### src/rtl/fifo_rr_drain_pkg.sv
// Shared types and default sizing for the round-robin FIFO drain scheduler.
package fifo_rr_drain_pkg;

  localparam int unsigned DEF_N_PORT  = 4;
  localparam int unsigned DEF_D_WIDTH = 32;
  localparam int unsigned DEF_BURST   = 4;

  localparam int unsigned PTR_W = $clog2(DEF_N_PORT);
  localparam int unsigned CNT_W = $clog2(DEF_BURST + 1);

  // Enum literals carry an S_ prefix so they cannot collide with the BURST parameter.
  typedef enum logic {
    S_IDLE  = 1'b0,
    S_BURST = 1'b1
  } state_t;

endpackage

### src/rtl/fifo_rr_drain_rr_pick.sv
// Round-robin picker: first requesting index after ptr_i, wrapping, ptr_i itself last.
module fifo_rr_drain_rr_pick
  import fifo_rr_drain_pkg::*;
#(
  parameter int unsigned N_PORT = DEF_N_PORT,
  parameter int unsigned PTR_W  = $clog2(N_PORT)
) (
  input  logic [N_PORT-1:0] req_i,
  input  logic [PTR_W-1:0]  ptr_i,
  output logic              found_c_o,
  output logic [PTR_W-1:0]  idx_c_o
);

  always_comb begin
    int unsigned cand;
    cand      = 0;
    found_c_o = 1'b0;
    idx_c_o   = '0;
    for (int unsigned i = 1; i <= N_PORT; i++) begin
      cand = int'(ptr_i) + i;
      if (cand >= N_PORT) cand = cand - N_PORT;
      if (!found_c_o && req_i[PTR_W'(cand)]) begin
        found_c_o = 1'b1;
        idx_c_o   = PTR_W'(cand);
      end
    end
  end

endmodule

### src/rtl/fifo_rr_drain.sv
// Drains N_PORT read-latency-1 FIFOs round-robin, bounded bursts, into one valid/ready stream.
module fifo_rr_drain
  import fifo_rr_drain_pkg::*;
#(
  parameter int unsigned N_PORT  = DEF_N_PORT,
  parameter int unsigned D_WIDTH = DEF_D_WIDTH,
  parameter int unsigned BURST   = DEF_BURST
) (
  input  logic                      clk_i,
  input  logic                      rst_n_i,
  output logic [N_PORT-1:0]         fifo_rd_en_o,
  input  logic [N_PORT*D_WIDTH-1:0] fifo_rd_data_i,
  input  logic [N_PORT-1:0]         fifo_rd_empty_i,
  output logic [D_WIDTH-1:0]        out_data_o,
  output logic [$clog2(N_PORT)-1:0] out_port_o,
  output logic                      out_valid_o,
  input  logic                      out_ready_i
);

  localparam int unsigned PORT_W = $clog2(N_PORT);
  localparam int unsigned BCNT_W = $clog2(BURST + 1);

  state_t             state_q, state_d;
  logic [PORT_W-1:0]  ptr_q, ptr_d, grant_q, grant_d, infl_port_q, infl_port_d;
  logic [BCNT_W-1:0]  beat_cnt_q, beat_cnt_d, beat_inc_c;
  logic               infl_q, infl_d;
  logic [1:0]         occ_q, occ_d;
  logic               valid_q, valid_d;
  logic [D_WIDTH-1:0] head_data_q, head_data_d, tail_data_q, tail_data_d, push_data_c;
  logic [PORT_W-1:0]  head_port_q, head_port_d, tail_port_q, tail_port_d;
  logic               pick_found_c;
  logic [PORT_W-1:0]  pick_idx_c;
  logic               pop_c, space_c, rd_c;

  fifo_rr_drain_rr_pick #(
    .N_PORT (N_PORT),
    .PTR_W  (PORT_W)
  ) u_pick (
    .req_i     (~fifo_rd_empty_i),
    .ptr_i     (ptr_q),
    .found_c_o (pick_found_c),
    .idx_c_o   (pick_idx_c)
  );

  // Read only if the skid buffer can absorb it once everything in flight has landed.
  assign pop_c        = valid_q & out_ready_i;
  assign space_c      = (3'(occ_q) + 3'(infl_q) - 3'(pop_c)) < 3'd2;
  assign rd_c         = (state_q == S_BURST) & ~fifo_rd_empty_i[grant_q] & space_c;
  assign fifo_rd_en_o = rd_c ? (N_PORT'(1) << grant_q) : '0;
  assign beat_inc_c   = beat_cnt_q + BCNT_W'(1);

  assign out_data_o  = head_data_q;
  assign out_port_o  = head_port_q;
  assign out_valid_o = valid_q;

  always_comb begin
    push_data_c = '0;
    for (int unsigned k = 0; k < N_PORT; k++) begin
      if (infl_port_q == PORT_W'(k)) push_data_c = fifo_rd_data_i[k*D_WIDTH +: D_WIDTH];
    end
  end

  // Skid buffer: head drives the output, pop shifts tail forward, returning read fills next slot.
  always_comb begin
    head_data_d = head_data_q;
    head_port_d = head_port_q;
    tail_data_d = tail_data_q;
    tail_port_d = tail_port_q;
    if (pop_c) begin
      head_data_d = tail_data_q;
      head_port_d = tail_port_q;
    end
    if (infl_q) begin
      if ((occ_q == 2'd0) || ((occ_q == 2'd1) && pop_c)) begin
        head_data_d = push_data_c;
        head_port_d = infl_port_q;
      end else begin
        tail_data_d = push_data_c;
        tail_port_d = infl_port_q;
      end
    end
    occ_d       = occ_q + 2'(infl_q) - 2'(pop_c);
    valid_d     = (occ_d != 2'd0);
    infl_d      = rd_c;
    infl_port_d = rd_c ? grant_q : infl_port_q;
  end

  // Grant FSM: pick in IDLE, issue up to BURST reads, leave on the last issue or on empty.
  always_comb begin
    state_d    = state_q;
    ptr_d      = ptr_q;
    grant_d    = grant_q;
    beat_cnt_d = beat_cnt_q;
    unique case (state_q)
      S_IDLE: begin
        if (pick_found_c) begin
          grant_d    = pick_idx_c;
          beat_cnt_d = '0;
          state_d    = S_BURST;
        end
      end
      S_BURST: begin
        if (fifo_rd_empty_i[grant_q]) begin
          state_d = S_IDLE;
          ptr_d   = grant_q;
        end else if (rd_c) begin
          beat_cnt_d = beat_inc_c;
          if (beat_inc_c == BCNT_W'(BURST)) begin
            state_d = S_IDLE;
            ptr_d   = grant_q;
          end
        end
      end
      default: state_d = S_IDLE;
    endcase
  end

  always_ff @(posedge clk_i or negedge rst_n_i) begin
    if (!rst_n_i) begin
      state_q     <= S_IDLE;
      ptr_q       <= '0;
      grant_q     <= '0;
      beat_cnt_q  <= '0;
      infl_q      <= 1'b0;
      infl_port_q <= '0;
      occ_q       <= '0;
      valid_q     <= 1'b0;
      head_data_q <= '0;
      head_port_q <= '0;
      tail_data_q <= '0;
      tail_port_q <= '0;
    end else begin
      state_q     <= state_d;
      ptr_q       <= ptr_d;
      grant_q     <= grant_d;
      beat_cnt_q  <= beat_cnt_d;
      infl_q      <= infl_d;
      infl_port_q <= infl_port_d;
      occ_q       <= occ_d;
      valid_q     <= valid_d;
      head_data_q <= head_data_d;
      head_port_q <= head_port_d;
      tail_data_q <= tail_data_d;
      tail_port_q <= tail_port_d;
    end
  end

endmodule

### config.mk
export PLATFORM = sky130hd
export DESIGN_NAME = fifo_rr_drain
export DESIGN_NICKNAME = d
export VERILOG_FILES = /design/src/rtl/fifo_rr_drain_pkg.sv /design/src/rtl/fifo_rr_drain_rr_pick.sv /design/src/rtl/fifo_rr_drain.sv
export SDC_FILE = /design/constraint.sdc
export NUM_CORES = 1
export LEC_CHECK = 0
export BUFFER_PORTS_ARGS = -buffer_cell sky130_fd_sc_hd__buf_2
export CAP_MARGIN = 15
export CELL_PAD_IN_SITES_DETAIL_PLACEMENT = 0
export CELL_PAD_IN_SITES_GLOBAL_PLACEMENT = 1
export CORE_UTILIZATION = 41
export CTS_CLUSTER_DIAMETER = 200
export CTS_CLUSTER_SIZE = 12
export DETAILED_ROUTE_END_ITERATION = 6
export PLACE_DENSITY = 0.87
export SLEW_MARGIN = 30
export SYNTH_ARGS = -nofsm -noshare
export SYNTH_HDL_FRONTEND = slang
export SYNTH_HIERARCHICAL = 1
export SYNTH_SLANG_ARGS = --single-unit
export TNS_END_PERCENT = 50
### constraint.sdc
create_clock -name clk_i -period 4.65 [get_ports clk_i]
set_input_delay 0.6975 -clock clk_i [delete_from_list [all_inputs] [get_ports clk_i]]
set_output_delay 0.6975 -clock clk_i [all_outputs]
set_load 0.02 [all_outputs]
==> results of run 1 <==
-- placed cells by master (no fill, tap or decap), types with 2 or more instances in the layout --
master / count
xnor2_1: 3
mux2i_1: 36
nor2_1: 3
dfrtp_2: 2
clkinvlp_4: 3
mux4_2: 33
dfrtp_1: 80
o21ai_0: 36
nand2b_1: 5
inv_1: 9
mux2_2: 40
buf_4: 3
clkbuf_8: 9
a21oi_1: 2
buf_2: 172
ha_1: 3
nand2_2: 3
nand2_1: 41
clkinv_2: 2
-- layout make-up --
cell class	count	area [µm²]	share of cell area (%)
multi-input combinational	222	2190	39.8
sequential	82	2050	37.4
timing repair buffer	176	895	16.3
tap	136	170	3.09
clock buffer	10	128	2.32
inverter	9	33.8	0.614
clock inverter	5	32.5	0.591
-- registers in the layout (all words and copies together) (netlist names) --
| register | count |
|---|---|
| out_data_o | 32 |
| tail_data_q | 32 |
| beat_cnt_q | 3 |
| grant_q | 2 |
| infl_port_q | 2 |
| occ_q | 2 |
| out_port_o | 2 |
| ptr_q | 2 |
| tail_port_q | 2 |
| infl_q | 1 |
| out_valid_o | 1 |
| state_q | 1 |
-- per-layer routing --
| metal | GRT usage [%] | vias to the layer above | part of all wire, % | routed length [µm] |
|---|---|---|---|---|
| li1 | - | 1552 | - | - |
| met1 | 23.1 | 1617 | 41 | 4180 |
| met2 | 34.0 | 120 | 51 | 5210 |
| met3 | 3.22 | 9 | 6.0 | 608 |
| met4 | 6.14 | 0 | 1.3 | 131 |
| met5 | 0 | - | 0 | 0 |
-- how the worst max path moves through the flow --
stage                        from              end  slack, ps  depth (start not counted)
4_1_cts        occ_q[0]$_DFF_PN0_  fifo_rd_en_o[2]       1400                          8
2_1_floorplan         out_ready_i  fifo_rd_en_o[2]        850                         10
6_report              out_ready_i  fifo_rd_en_o[2]       1430                         10
5_1_grt        occ_q[0]$_DFF_PN0_  fifo_rd_en_o[2]       1310                          8
3_5_place_dp          out_ready_i  fifo_rd_en_o[2]       1420                         10
3_3_place_gp          out_ready_i  fifo_rd_en_o[2]       1490                         10
-- critical path, cell delays in order --
cell and delay (ps):
buf_2 100, nand2_2 70, xnor2_1 120, ha_1 170, inv_1 50, fa_1 520
and2_1 200, nand2_1 90, nor4b_1 280, buf_2 210
-- stage by stage --
step           setup WS, ps  total power [µW]  instance area [µm²]  utilization [%]  hold slack, ps
2_1_floorplan           853              2570                 4370                -             402
3_3_place_gp           1490              2960                 5340             51.7             482
3_5_place_dp           1420              3040                 5340             51.7             492
4_1_cts                1400              3490                 5500             53.3             418
5_1_grt                1310              3710                 5500             53.3             454
6_report               1430              3440                 5500             53.3             396
-- cell families after synthesis --
| kind of cell | count (synthesis) | synth area share, % |
|---|---|---|
| flops | 82 | 46.9 |
| buf+inv | 32 | 3.43 |
| compound gates | 45 | 5.90 |
| fa+ha+maj | 4 | 1.32 |
| xor+xnor | 4 | 0.802 |
| mux | 109 | 35.5 |
| simple gates | 60 | 6.07 |
-- report_power, final --
| group | switching [µW] | total [µW] | internal, µW |
|---|---|---|---|
| clock network | 251 | 440 | 189 |
| logic | 776 | 1620 | 841 |
| registers | 313 | 1380 | 1070 |
| total | 1340 | 3440 | 2100 |
==> reports/results.tsv, run 1 <==
metric	value	unit
status	completed	
DPL Wire Length	7.23	mm
TNS Setup	0	ps
period utilisation layout	69.2	%
die area	11100	µm²
Fin Clk Skew	9.49	ps
Initial Util	42.3	%
R2R depth	7	
power density over the cells	625	nW/µm²
max_slew headroom	39.8	%
wire length per cell	15.8	µm
# resized after CTS	0	
global-route wire length before repair	16.4	mm
min Tclk post-route	3220	ps
Peak supply drop	444	µV
Ports	174	
Worst Path Max Fanout	4	
CP arrival	2520	ps
Yosys cell types	34	
CTS tree	built	
port buffer count	173	
CTS Buf Count	9	
Post-CTS Setup Bufs	0	
Area contributors post-synth	dfrtp_1, mux4_2, mux2_2	
reg2reg start	occ_q[0]$_DFF_PN0_	
final setup fails	0	
max-cap viol count	0	
Clk pin slew, worst setup/hold paths	80	ps
total wire length	10.1	mm
Worst EP required	3950	ps
clock sinks	82	
share of layout cells above drive strength 1	54.0	%
crit path kind	in2out	
1st-pass router iterations	4	
Setup crit end kind	output port	
drt first-iter violations	70	
Pleak	0.00267	µW
Fillers	931	
post-synthesis sequential area ratio	46.9	%
largest net degree at the start of global routing	83	
Synth Instances	336	
placed cells	625	
diode count	0	
top_reg_cell synth	dfrtp_1	
Vias	3298	
synthesized cell area	4370	µm²
Tot GR Track Use	18.9	%
Syn Area/Cell	13.0	µm²
FFs w/ async S/R, synth	100	%
clk root buf	clkbuf_8	
Clock Path Buffers	2	
# nets final	639	
vias in the first global route	3408	
cts hold-fix bufs	0	
RSZ-0062 raised after global routing	no	
Synth-to-Final Area Change	25.8	%
Slew Viols, Final	0	
Skew-Pair Late Insertion Delay	340	ps
post-route ant nets	0	
post-synth top area cell	dfrtp_1	
DRC errors left	0	
hold crit path type	in2async	
number of synthesized flops with an enable pin	0	
net count after synthesis	475	
Worst Setup Start Kind	input pin	
Die X	105	µm
Final Hold Vio Count	0	
flop2flop setup slack	2200	ps
die height	105	µm
final cell count without fillers	640	
Via density	5.15	
fmax	311	MHz
initial antenna violation count	0	
routability congestion estimate	0.778	
row cnt	37	
H-tree levels	3	
top-count cell post-synth	dfrtp_1	
synth cell count leaders	dfrtp_1, nand2_1, mux2_2	
global route overflow	0	
R2R Path End	infl_port_q[0]$_DFFE_PN0P_	
core area	10300	µm²
Tightest Pin Transition	899	ps
Seq cells post-synth	82	
number of synthesis warnings	6	
area fraction of the dominant cell type after synthesis	46.9	%
No activity file was read; power rests on OpenSTA's default activity.
==> inputs of run 2 (changes only) <==
- CORE_UTILIZATION: 41 -> 34
- PLACE_DENSITY: 0.87 -> 0.77
- clock period: 4.65 -> 2.8 ns (I/O delays scaled with it)
==> reports/results.tsv, run 2 (synthesis gave the netlist of run 1 again) <==
metric	value	unit	change
status	completed		unchanged
Tightest Pin Transition	700	ps	was 899 ps
Critical-path top delay cell	fa_2		was fa_1
Hold WS	145	ps	was 396 ps
Peak supply drop	555	µV	was 444 µV
row cnt	41		was 37
final setup fails	0		unchanged
Crit path max-delay family	adder cells		unchanged
Synth-to-Final Area Change	34.7	%	was 25.8%
DRC errors left	0		unchanged
Pleak	0.00283	µW	was 0.00267 µW
flop2flop setup slack	300	ps	was 2200 ps
power density over the cells	1090	nW/µm²	was 625 nW/µm²
fmax	364	MHz	
Placed Area	5510	µm²	was 5340 µm²
Skew-Pair Late Insertion Delay	330	ps	was 340 ps
Vias	3336		was 3298
max_slew headroom	53.4	%	was 39.8%
Clk pin slew, worst setup/hold paths	60	ps	was 80 ps
share of layout cells above drive strength 1	57.2	%	was 54.0%
H-tree levels	3		unchanged
CP bufs+invs	2		was 3
Fin Clk Skew	6.66	ps	was 9.49 ps
DPL Wire Length	7.46	mm	was 7.23 mm
Tot GR Track Use	16.1	%	was 18.9%
Ports	174		unchanged
crit path kind	reg2out		was in2out
Die X	115	µm	was 105 µm
most common cell after layout, fill and taps aside	buf_2		unchanged
vias in the first global route	3294		was 3408
Setup crit end kind	output port		unchanged
drt first-iter violations	80		was 70
Worst Setup Start Kind	register		was input pin
core area	12600	µm²	was 10300 µm²
CTS tree	built		unchanged
clock sinks	82		unchanged
Finished Cell Area	5890	µm²	was 5500 µm²
routability congestion estimate	0.715		was 0.778
Final Hold Vio Count	0		unchanged
CP max stage delay	530	ps	was 520 ps
CTS Buf Count	9		unchanged
period utilisation layout	98.0	%	
Sequential Area	2050	µm²	unchanged
global-route wire length before repair	16.2	mm	was 16.4 mm
Worst EP required	2380	ps	was 3950 ps
RSZ-0062 raised after global routing	yes		was no
min Tclk post-route	2750	ps	
max-cap viol count	0		unchanged
Slew Viols, Final	0		unchanged
clk root buf	clkbuf_16		was clkbuf_8
Fillers	1167		was 931
die area	13300	µm²	was 11100 µm²
Clock Path Buffers	2		unchanged
wire length per cell	14.9	µm	was 15.8 µm
initial antenna violation count	2		was 0
CP cell instances	nand2_2 -> xnor2_2 -> ha_2 -> inv_2 -> fa_2 -> and2_4 -> nand2_4 -> nor4b_4 -> buf_4		was buf_2 -> nand2_2 -> xnor2_1 -> ha_1 -> inv_1 -> fa_1 -> and2_1 -> nand2_1 -> nor4b_1 -> buf_2
post-route ant nets	0		unchanged
CP arrival	2330	ps	was 2520 ps
global route overflow	0		unchanged
1st-pass router iterations	4		unchanged
largest net degree at the start of global routing	55		was 83
Worst Path Max Fanout	3		was 4
total wire length	10.3	mm	was 10.1 mm
Initial Util	34.8	%	was 42.3%
Via density	4.84		was 5.15
TNS Setup	0	ps	unchanged
port buffer count	173		unchanged
die height	115	µm	was 105 µm
area of the multi-input gates	2290	µm²	was 2190 µm²
hold crit path type	in2async		unchanged
most frequent cells in the layout	buf_2, dfrtp_1, nand2_1, mux2_2		was buf_2, dfrtp_1, nand2_1
# nets final	650		was 639
run 2: power by group:
| part | switching (µW) | internal, µW |
|---|---|---|
| clock network | 440 | 671 |
| registers | 494 | 1780 |
| logic | 1460 | 1580 |
| total | 2390 | 4020 |
run 2: path summary, 6_finish.rpt:
kind	cells after the start	end	startpoint
max in group asynchronous	2	tail_data_q[16]$_DFFE_PN0P_	rst_n_i
worst min-delay path	1	tail_data_q[28]$_DFFE_PN0P_	rst_n_i
worst max register to register	9	infl_port_q[0]$_DFFE_PN0P_	out_valid_o$_DFF_PN0_
worst max-delay path	9	fifo_rd_en_o[2]	out_valid_o$_DFF_PN0_
worst min register to register	1	tail_data_q[9]$_DFFE_PN0P_	tail_data_q[9]$_DFFE_PN0P_
min in group clk_i	1	tail_data_q[9]$_DFFE_PN0P_	tail_data_q[9]$_DFFE_PN0P_
run 2: layout make-up:
| type | instances | share of cell area (%) |
|---|---|---|
| timing repair buffer | 187 | 17.2 |
| sequential | 82 | 34.9 |
| inverter | 9 | 0.574 |
| tap | 172 | 3.66 |
| clock buffer | 14 | 4.65 |
| antenna | 1 | 0.0425 |
| clock inverter | 2 | 0.170 |
| multi-input combinational | 222 | 38.9 |
run 2: timing repair:
action,CTS,global route
pin swaps,7,5
setup buffers,4,0
hold buffers,0,0
endpoints found under the setup margin,4,3
gates resized for setup,12,3
run 2: through the flow:
step / total power (µW) / util, % / instances / setup slack [ps]
5_1_grt: 6900 / 46.8 / 688 / -44.8
4_1_cts: 6490 / 46.7 / 688 / -8.77
3_3_place_gp: 5060 / 43.8 / 668 / 163
3_5_place_dp: 5180 / 43.8 / 668 / 88.8
2_1_floorplan: 4320 / - / 336 / 20.7
6_report: 6420 / 46.8 / 689 / 54.7
run 2: worst register-to-register path, delay by kind of cell, from the launching register on:
kind                     cells  cell delay [ps]
flip-flops                   1              380
buffers and inverters        2              160
multiplexers                 1              390
AND/OR/NAND/NOR              3              630
adder cells (fa/ha/maj)      2              730
XOR/XNOR                     1              120
run 2: routing by layer:
metal  track usage [%]  part of all wire (%)  vias to the layer above
li1                  -                     -                     1579
met1              19.2                    41                     1633
met2              28.5                    52                      111
met3              4.06                   6.2                       11
met4              4.94                   1.1                        2
met5                 0                  0.13                        -
==> inputs of run 3 (changes only) <==
- RECOVER_POWER: not set -> 50
==> reports/results.tsv, run 3 (synthesis gave the netlist of run 1 again) <==
metric	value	unit	change
Slew Viols, Final	0		unchanged
Tightest Pin Transition	1390	ps	was 700 ps
row cnt	41		unchanged
Clock Path Buffers	2		unchanged
Initial Util	34.8	%	unchanged
DRC errors left	0		unchanged
max_slew headroom	7.39	%	was 53.4%
Synth-to-Final Area Change	34.0	%	was 34.7%
clk root buf	clkbuf_16		unchanged
Worst Setup Start Kind	register		unchanged
fmax	365	MHz	was 364 MHz
cts hold-fix bufs	0		unchanged
wire length per cell	14.9	µm	about the same
crit path kind	reg2out		unchanged
CP cell instances	nand2_2 -> xnor2_2 -> ha_2 -> inv_2 -> fa_2 -> and2_4 -> nand2_4 -> nor4b_4 -> buf_4		unchanged
Fin Clk Skew	6.64	ps	was 6.66 ps
Die X	115	µm	unchanged
R2R Path End	infl_port_q[0]$_DFFE_PN0P_		unchanged
Hold WS	409	ps	was 145 ps
die height	115	µm	unchanged
global-route wire length before repair	16.2	mm	unchanged
Via density	4.83		was 4.84
clock sinks	82		unchanged
share of layout cells above drive strength 1	53.7	%	was 57.2%
hold crit path type	in2async		unchanged
Peak supply drop	544	µV	was 555 µV
CP arrival	2320	ps	was 2330 ps
RSZ-0062 raised after global routing	yes		unchanged
post-route ant nets	0		unchanged
Setup WS post-layout	59.8	ps	was 54.7 ps
Ports	174		unchanged
drt first-iter violations	83		was 80
global route overflow	0		unchanged
critical path endpoint	fifo_rd_en_o[2]		unchanged
crit path launch	out_valid_o$_DFF_PN0_		unchanged
Skew-Pair Late Insertion Delay	330	ps	about the same
Vias	3331		was 3336
flop2flop setup slack	300	ps	about the same
R2R depth	9		unchanged
# nets final	650		unchanged
Tot GR Track Use	16.1	%	unchanged
Worst EP required	2380	ps	about the same
initial antenna violation count	2		unchanged
period utilisation layout	97.9	%	was 98.0%
total wire length	10.3	mm	about the same
CP max stage delay	530	ps	about the same
most common cell after layout, fill and taps aside	buf_2		unchanged
1st-pass router iterations	4		unchanged
final setup fails	0		unchanged
Final Hold Vio Count	0		unchanged
DP Worst Slack	88.8	ps	unchanged
Clk pin slew, worst setup/hold paths	60	ps	about the same
most frequent cells in the layout	buf_2, dfrtp_1, nand2_1, mux2_2		unchanged
Setup crit end kind	output port		unchanged
CTS tree	built		unchanged
port buffer count	173		unchanged
min Tclk post-route	2740	ps	was 2750 ps
Worst Path Max Fanout	3		unchanged
vias in the first global route	3294		unchanged
H-tree levels	3		unchanged
largest net degree at the start of global routing	55		unchanged
power density over the cells	1090	nW/µm²	about the same
status	completed		unchanged
CTS Buf Count	9		unchanged
die area	13300	µm²	unchanged
Pleak	0.00278	µW	was 0.00283 µW
max-cap viol count	0		unchanged
routability congestion estimate	0.715		unchanged
reg2reg start	out_valid_o$_DFF_PN0_		unchanged
DPL Wire Length	7.46	mm	unchanged
core area	12600	µm²	unchanged
Critical-path top delay cell	fa_2		unchanged
Pwr Total	6390	µW	was 6420 µW
[run 3: per-stage QoR]
step / area [µm²] / std cells / util [%] / setup TNS, ps
after floorplan: 4430 / 336 / - / 0
after global placement: 5510 / 668 / 43.8 / 0
after detailed placement: 5510 / 668 / 43.8 / 0
after CTS: 5870 / 688 / 46.7 / -8.77
after global routing: 5850 / 688 / 46.6 / -66.5
final: 5860 / 689 / 46.6 / 0
[run 3: layer usage]
layer	vias up	GRT usage (%)	wire, µm
li1	1580	-	-
met4	2	4.94	117
met2	107	28.5	5290
met5	-	0	13
met3	11	4.06	642
met1	1631	19.2	4230
[run 3: power breakdown]
part / total [µW] / internal (µW) / switching, µW
clock network: 1110 / 671 / 441
logic: 3000 / 1550 / 1460
registers: 2270 / 1780 / 497
[run 3: repair_timing]
action / in CTS / in global routing
gates resized for setup: 12 / 3
pin swaps: 7 / 5
setup buffers: 4 / 0
endpoints found under the setup margin: 4 / 3
[run 3: worst min-delay path by stage]
stage	slack, ps	from	endpoint	depth (start not counted)
3_5_place_dp	490	tail_data_q[14]$_DFFE_PN0P_	tail_data_q[14]$_DFFE_PN0P_	1
3_3_place_gp	480	beat_cnt_q[2]$_DFFE_PN0P_	beat_cnt_q[2]$_DFFE_PN0P_	1
5_1_grt	510	rst_n_i	tail_data_q[28]$_DFFE_PN0P_	1
4_1_cts	160	rst_n_i	tail_data_q[28]$_DFFE_PN0P_	1
6_report	410	rst_n_i	tail_data_q[28]$_DFFE_PN0P_	1
2_1_floorplan	120	rst_n_i	beat_cnt_q[0]$_DFFE_PN0P_	0
[run 3: area by class of cell]
| type | count | area (µm²) |
|---|---|---|
| clock buffers | 14 | 274 |
| fillers | 1171 | 6710 |
| inverters | 9 | 33.8 |
| repair buffers | 187 | 980 |
| clock inverters | 2 | 10.0 |
| diodes | 1 | 2.50 |
| multi-input cells | 222 | 2290 |
| flip-flops and latches | 82 | 2050 |
| well taps | 172 | 215 |
[run 3: worst max-delay path, delay by kind of cell, from the launching register on]
family                     cells  cell delay [ps]
xor gates and xnor gates       1              120
adders and majority gates      2              720
buffers and inverters          2              220
DFF                            1              380
and+or+nand+nor                4              560
